File: src/rtl/mem_stage_lsu.sv
// MEM-stage load/store unit: turns the EX/MEM memory op into one request/grant/response
// transaction on the data-memory port, stalling the pipeline until it completes.
module mem_stage_lsu #(
    parameter int DATA_W = 64,
    parameter int STRB_W = DATA_W / 8
) (
    input  logic              clk,
    input  logic              reset,
    input  logic              req_valid,
    input  logic              req_write,
    input  logic [2:0]        req_funct3,
    input  logic [DATA_W-1:0] req_addr,
    input  logic [DATA_W-1:0] req_wdata,
    output logic              stall,
    output logic              misaligned,
    output logic [DATA_W-1:0] ld_data,
    output logic              mem_req,
    output logic              mem_we,
    output logic [DATA_W-1:0] mem_addr,
    output logic [DATA_W-1:0] mem_wdata,
    output logic [STRB_W-1:0] mem_wstrb,
    input  logic              mem_gnt,
    input  logic              mem_rvalid,
    input  logic [DATA_W-1:0] mem_rdata
);

    localparam int OFF_W = $clog2(STRB_W);

    typedef enum logic [1:0] {IDLE, REQ, RESP, DONE} state_e;

    state_e              state_q, state_d;
    logic                mem_req_q, mem_req_d;
    logic                mem_we_q, mem_we_d;
    logic [DATA_W-1:0]   mem_addr_q, mem_addr_d;
    logic [DATA_W-1:0]   mem_wdata_q, mem_wdata_d;
    logic [STRB_W-1:0]   mem_wstrb_q, mem_wstrb_d;
    logic [DATA_W-1:0]   ld_data_q, ld_data_d;
    logic [1:0]          size_q, size_d;
    logic                sext_q, sext_d;
    logic [OFF_W-1:0]    off_q, off_d;

    logic [1:0]          req_size;
    logic [OFF_W-1:0]    req_off;
    logic                size_mis;
    logic [STRB_W-1:0]   strb_base;
    logic [DATA_W-1:0]   ld_shift;
    logic [DATA_W-1:0]   ld_ext;

    assign req_size = req_funct3[1:0];
    assign req_off  = req_addr[OFF_W-1:0];

    always_comb begin
        size_mis  = 1'b0;
        strb_base = '1;
        unique case (req_size)
            2'd0: begin
                size_mis  = 1'b0;
                strb_base = STRB_W'(1);
            end
            2'd1: begin
                size_mis  = req_off[0];
                strb_base = STRB_W'(3);
            end
            2'd2: begin
                size_mis  = |req_off[1:0];
                strb_base = STRB_W'(15);
            end
            default: begin
                size_mis  = |req_off;
                strb_base = '1;
            end
        endcase
    end

    assign misaligned = !reset && req_valid && (state_q == IDLE) && size_mis;
    assign stall      = !reset && req_valid && !misaligned && (state_q != DONE);

    // Memory returns the whole aligned word; bring the addressed lane down to bit 0.
    assign ld_shift = mem_rdata >> {off_q, 3'b000};

    always_comb begin
        ld_ext = ld_shift;
        unique case (size_q)
            2'd0:    ld_ext = {{(DATA_W-8){sext_q & ld_shift[7]}}, ld_shift[7:0]};
            2'd1:    ld_ext = {{(DATA_W-16){sext_q & ld_shift[15]}}, ld_shift[15:0]};
            2'd2:    ld_ext = {{(DATA_W-32){sext_q & ld_shift[31]}}, ld_shift[31:0]};
            default: ld_ext = ld_shift;
        endcase
    end

    always_comb begin
        // NOTE: every _d defaults to its _q first so this block never infers a latch.
        state_d     = state_q;
        mem_req_d   = mem_req_q;
        mem_we_d    = mem_we_q;
        mem_addr_d  = mem_addr_q;
        mem_wdata_d = mem_wdata_q;
        mem_wstrb_d = mem_wstrb_q;
        ld_data_d   = ld_data_q;
        size_d      = size_q;
        sext_d      = sext_q;
        off_d       = off_q;

        unique case (state_q)
            IDLE: begin
                if (req_valid && !size_mis) begin
                    state_d     = REQ;
                    mem_req_d   = 1'b1;
                    mem_we_d    = req_write;
                    mem_addr_d  = {req_addr[DATA_W-1:OFF_W], {OFF_W{1'b0}}};
                    mem_wdata_d = req_wdata << {req_off, 3'b000};
                    mem_wstrb_d = req_write ? (strb_base << req_off) : '0;
                    size_d      = req_size;
                    sext_d      = !req_funct3[2];
                    off_d       = req_off;
                end
            end
            REQ: begin
                if (mem_gnt) begin
                    mem_req_d = 1'b0;
                    state_d   = mem_we_q ? DONE : RESP;
                end
            end
            RESP: begin
                if (mem_rvalid) begin
                    ld_data_d = ld_ext;
                    state_d   = DONE;
                end
            end
            DONE:    state_d = IDLE;
            default: state_d = IDLE;
        endcase
    end

    always_ff @(posedge clk) begin
        // NOTE: non-blocking only, so every flop samples the pre-edge values of the others.
        if (reset) begin
            state_q     <= IDLE;
            mem_req_q   <= 1'b0;
            mem_we_q    <= 1'b0;
            mem_addr_q  <= '0;
            mem_wdata_q <= '0;
            mem_wstrb_q <= '0;
            ld_data_q   <= '0;
            size_q      <= '0;
            sext_q      <= 1'b0;
            off_q       <= '0;
        end else begin
            state_q     <= state_d;
            mem_req_q   <= mem_req_d;
            mem_we_q    <= mem_we_d;
            mem_addr_q  <= mem_addr_d;
            mem_wdata_q <= mem_wdata_d;
            mem_wstrb_q <= mem_wstrb_d;
            ld_data_q   <= ld_data_d;
            size_q      <= size_d;
            sext_q      <= sext_d;
            off_q       <= off_d;
        end
    end

    assign mem_req   = mem_req_q;
    assign mem_we    = mem_we_q;
    assign mem_addr  = mem_addr_q;
    assign mem_wdata = mem_wdata_q;
    assign mem_wstrb = mem_wstrb_q;
    assign ld_data   = ld_data_q;

endmodule

File: config.mk
export PLATFORM = sky130hd
export DESIGN_NAME = mem_stage_lsu
export DESIGN_NICKNAME = d
export VERILOG_FILES = /design/src/rtl/mem_stage_lsu.sv
export SDC_FILE = /design/constraint.sdc
export NUM_CORES = 1
export LEC_CHECK = 0
export BUFFER_PORTS_ARGS = -buffer_cell sky130_fd_sc_hd__buf_2
export CORE_AREA = 2 2 159 161
export CTS_BUF_LIST = sky130_fd_sc_hd__clkbuf_8 sky130_fd_sc_hd__clkbuf_16
export CTS_CLUSTER_DIAMETER = 80
export DETAILED_ROUTE_END_ITERATION = 10
export DIE_AREA = 0 0 161 163
export PLACE_DENSITY_LB_ADDON = 0.05
export REMOVE_ABC_BUFFERS = 1
export SYNTH_ARGS = -nofsm -noshare
export SYNTH_HDL_FRONTEND = slang
export SYNTH_SLANG_ARGS = --single-unit
File: constraint.sdc
create_clock -name clk -period 3.9 [get_ports clk]
set_clock_uncertainty 0.05 [all_clocks]
set_input_delay 0.78 -clock clk [delete_from_list [all_inputs] [get_ports clk]]
set_output_delay 0.78 -clock clk [all_outputs]
set_load 0.02 [all_outputs]
# Word-level counts from Yosys, hierarchy flattened

Index checks and enable logic that the tools add are counted.

Register bits: 207
Input bits: 201
Output and inout bits: 204
Logic and storage cells: 59

Equality and inequality tests: 11
Shifts and indexed selects: 3
Mux-type cells: 12
Bitwise logic cells: 3
Reduce and logical (&&, ||, !) cells: 20

Operators by type and width:

| operator                                       | number |
|---|---|
| one-hot mux 64 bit (3 select lines)            | 1 |
| left shift 64 x 6 -> 64 bit                    | 1 |
| >> shifter 64 x 6 -> 64 bit                    | 1 |
| one-hot mux 8 bit (3 select lines)             | 1 |
| == test 2 bit (second input constant)          | 4 |
| 2-to-1 mux 8 bit                               | 1 |
| one-hot mux 2 bit (4 select lines)             | 1 |
| left shift 8 x 3 -> 8 bit                      | 1 |
| == test 2 x 1 -> 1 bit (second input constant) | 3 |
| logical AND 1 bit                              | 6 |
| logical NOT 2 bit                              | 3 |
| 2-to-1 mux 2 bit                               | 3 |
| != test 2 bit (second input constant)          | 3 |
| AND reduction 3 bit                            | 2 |
| logical NOT 1 bit                              | 4 |
| AND reduction 2 bit                            | 2 |
| bitwise AND 1 bit                              | 3 |
| 2-to-1 mux 1 bit                               | 3 |
| one-hot mux 1 bit (3 select lines)             | 1 |
| OR reduction 3 bit                             | 1 |
| != test 2 x 1 -> 1 bit (second input constant) | 1 |
| one-hot mux 1 bit (2 select lines)             | 1 |
| nonzero test 2 bit                             | 1 |
| OR reduction 2 bit                             | 1 |

# Logic depth before layout (Yosys ltp)

Depth after elaboration: 7
Mapped depth: 9
Mapped depth without buffers: 6

# Worst setup path before layout

Ideal clock, no wire load.

Kind: input to output
Start point: in req_funct3[0]
End point: out stall
Arrival: 2.413 ns
Data required time: 3.070 ns
Setup slack: 0.657 ns
Cell stages on the path: 4
Path through: clkbuf_1 o21ai_1 o21ai_0 a2111oi_0

Word-level cells in the longest chain between the ends: 6
Elaborated cells on any way between the ends: 8
Those cells by class: eq/ne (2); mux (1); reduce/logical (5)

RTL lines:

| element                                     | line | RTL |
|---|---|---|
| start: declaration                          | 11   | `input logic [2:0] req_funct3,` |
| == test 2 bit, or another cell as far along | 55   | `unique case (req_size)` |
| one-hot mux 1 bit (3 select lines) *        | 55   |  |
| logical AND 1 bit *                         | 75   | `assign misaligned = !reset && req_valid && (state_q == IDLE) && size_mis;` |
| logical NOT 1 bit *                         | 76   | `assign stall = !reset && req_valid && !misaligned && (state_q != DONE);` |
| logical AND 1 bit * (2 in a row)            | 76   |  |
| end: declaration                            | 14   | `output logic stall,` |

Every way passes the cells marked *; elsewhere a longest branch is shown, timed or not.

# Worst setup path in the final report

Start point: in req_addr[1]
End point: out stall

Word-level cells in the longest chain between the ends: 6
Elaborated cells on any way between the ends: 7
Those cells by class: mux (1); reduce/logical (6)

RTL lines:

| element                                                  | line   | RTL |
|---|---|---|
| start: declaration                                       | 12     | `input logic [DATA_W-1:0] req_addr,` |
| OR reduction 3 bit or OR reduction 2 bit (tied branches) | 69, 65 |  |
| one-hot mux 1 bit (3 select lines) *                     | 55     |  |
| logical AND 1 bit *                                      | 75     |  |
| logical NOT 1 bit *                                      | 76     |  |
| logical AND 1 bit * (2 in a row)                         | 76     |  |

Marks and branches as above.

==> results_dict.tcl <==
set metrics [dict create \
    die_y_um 163 \
    ys.flop_type "dfxtp_1" \
    switching_share_pct 35.6 \
    worst-path-buf-inv 2 \
    min_to "mem_wdata[30]" \
    grt_use_total_pct 27.2 \
    gp_congestion 0.853 \
    cts_resized 0 \
    rows 58 \
    synth_seq_cells 207 \
    grt_overflow 0 \
    critical_path_class "in -> out" \
    fillCellCount 2400 \
    core_area_mm2 0.0247 \
    switchingPower_mw 2.49 \
    io-pin-count 405 \
    worstPathCellList "buf_4 -> a21oi_1 -> o21ai_0 -> a2111oi_0 -> buf_2" \
    antenna_found_initial 8 \
    initial_core_util_pct 44.2 \
    drtIter0Drc 827 \
    path_depth 5 \
    first_pass_iters 5 \
    detail_route.wl_per_cell_um 18.4 \
    cts_hold_buffers 0 \
    cpMaxStageDelayCell "a2111oi_0" \
    crit_arrival_ns 2.21 \
    fin_setup_tns_ns 0 \
    yosys_warnings 0 \
    clkPwrFrac_pct 32.1 \
    cts_inserted_buffers 24 \
    p_int_mw 4.50 \
    grt_pass1_wl_um 57200 \
    ys_async_sr_fraction_pct 0 \
    fin_cells 2040 \
    avgViaCountPerCell 5.36 \
    clk_path_buf_depth 3 \
    cts_sinks 207 \
    area_growth_pct 27.7 \
    slew-limit-headroom_pct 24.4 \
    htree_levels 1 \
    num_vias 10940 \
    postRouteWirelength_um 37400 \
    synth_enable_flop_cells 0 \
    die-area_mm2 0.0262 \
    grt_pass1_vias 10239 \
    ys_types 56 \
    drive_above_1_share_pct 32.8 \
    nets 1891 \
    die_w_um 161 \
    timing.hold.ws_ns 0.399 \
    drc 0 \
    fin_crit_ns 3.04 \
    synth_top_area_share_pct 38.0 \
    worstMarginPinSlew_ns 1.13 \
    r2r-end "ld_data[62]" \
    p_per_area_mw_per_mm2 502 \
    synth.most_common_cell "nand2_1" \
    syn_avg_cell_area_um2 8.09 \
    cp_top_family "compound AO/OA/AOI/OAI gates" \
    ys_seq_area_share_pct 38.0 \
    hold_depth 2 \
    combPwrFrac_pct 31.5 \
    clock-root-buffer "clkbuf_16" \
    worstReg2RegStart "off_q[0]" \
    seqPwrFrac_pct 36.4 \
    synth_top_area_cell "dfxtp_1" \
    hold_path.class "reg -> reg" \
    placedInstanceArea_mm2 0.0131 \
    period_share_pct 78.0 \
    final_cell_area_mm2 0.0139 \
    max_cap_violations 0 \
    portBuffers 401 \
    yosys-top-cells-area "dfxtp_1, nand2_1, mux2i_1" \
    total_power_mw 6.99 \
    reg2reg_slack_ns 1.28 \
    maxSlewViolCount 0 \
    max_freq_mhz 329 \
    r2r_cells 6 \
    min_from "mem_wdata[30]" \
    outcome "finished, final reports clean" \
    crit_path_start_kind "input port" \
    post-cts-setup-buffers 0 \
    multi_input_area_mm2 0.00618 \
    dpl.hpwl_um 25800 \
    ys_top_cells_by_count "nand2_1, dfxtp_1, nor2_1, a21oi_1, mux2i_1" \
    worstSetupEndpointType "primary output" \
    crit_required_ns 3.07 \
    detail-route-antenna-nets 0 \
    setup_violations 0 \
    worstSkewPairLatency_ns 0.52 \
    place_inst 1989 \
    synthCells 1348 \
    peakVddDrop_mv 0.269 \
    cts_tree "done" \
    grt_setup_unrepaired "false" \
    p_leak_nw 5.97 \
    clkSlewWorstSetupHoldPaths_ns 0.06 \
    crit_path_max_incr_delay_ns 0.39 \
    path_max_fanout 31 \
    regArea_mm2 0.00415 \
    hold_viol 0 \
    grt_max_degree 208 \
    syn_area_mm2 0.0109 \
]
[per-stage QoR]
stage / worst slack [ns] / utilization, %
after detailed placement: 0.837 / 53.2
final: 0.860 / 56.5
after floorplan: -2.52 / -
after global routing: 0.734 / 56.4
after CTS: 0.844 / 56.4
after global placement: 0.811 / 53.2
[registers in the layout (all words and copies together), names as in the netlist]
signal,flops
sext_q,1
mem_req,1
mem_wstrb,8
ld_data,64
mem_we,1
mem_addr,61
mem_wdata,64
state_q,2
off_q,3
size_q,2
[layout by cell type (no fill, tap or decap), types with 3 or more instances in the layout]
cell type and n:
o22a_1 7, mux2i_1 95, dfxtp_1 205, o21ai_0 8, a211oi_1 56, buf_12 5
o211ai_1 3, nor2b_1 19, a211o_1 7, a311oi_1 14, clkinv_2 6, buf_2 399
or3_1 7, a311oi_2 10, mux2_2 19, a32o_1 9, a21o_1 7, clkbuf_16 24
nand3_1 44, inv_1 16, nor3_1 44, a21oi_1 135, ha_1 5, nand2_1 288
a211oi_2 30, mux4_2 9, clkbuf_8 7, buf_4 29, nand2b_1 10, conb_1 3
diode_2 7, nor2_1 136, a32oi_1 8
[cell families (layout without fill, tap and decap cells)]
family,after synthesis,in the layout,share of synthesized area [%]
compound gates,307,307,20.9
flops,207,207,38.0
fa+ha+maj,5,5,0.573
other cells,1,10,0.0344
simple gates,565,565,22.1
buf+inv,138,491,5.64
mux,125,125,12.8
[layout make-up]
cell class | instances | area share, %
Multi-Input combinational cell | 1005 | 44.4
Sequential cell | 207 | 29.8
Timing Repair Buffer | 434 | 16.7
Clock buffer | 31 | 5.00
Tap cell | 330 | 2.96
Clock inverter | 13 | 0.709
Inverter | 13 | 0.350
Antenna cell | 7 | 0.126
[how the worst max path moves through the flow]
stage | startpoint | endpoint
2_1_floorplan | req_funct3[0] | mem_wstrb[4]
3_5_place_dp | req_addr[1] | mem_wdata[58]
5_1_grt | req_addr[1] | stall
4_1_cts | req_addr[1] | stall
6_report | req_addr[1] | stall
3_3_place_gp | req_addr[1] | stall
[power groups by stage]
stage          Clock (mW)  Combinational (mW)  Sequential, mW
6_report             2.24                2.20            2.54
5_1_grt              2.38                2.41            2.57
4_1_cts              2.29                2.22            2.54
3_5_place_dp            0                2.21            2.59
3_3_place_gp            0                2.19            2.58
2_1_floorplan           0                1.07            2.91
[per-layer routing]
metal | vias up | global-route usage [%] | share of wire [%]
met3 | 43 | 6.21 | 7.7
met2 | 371 | 45.5 | 48
li1 | 5413 | - | -
met1 | 5109 | 35.6 | 42
met5 | - | 0 | 0.072
met4 | 4 | 6.66 | 1.9
[tightest hold or removal path: cells and delay by family (launching register included)]
family           cells  cell delay (ns)
flip-flops           1             0.30
AND/OR/NAND/NOR      1             0.05
AO/OA/AOI/OAI        1             0.05
Note: power is estimated with default switching activity, not from simulation.
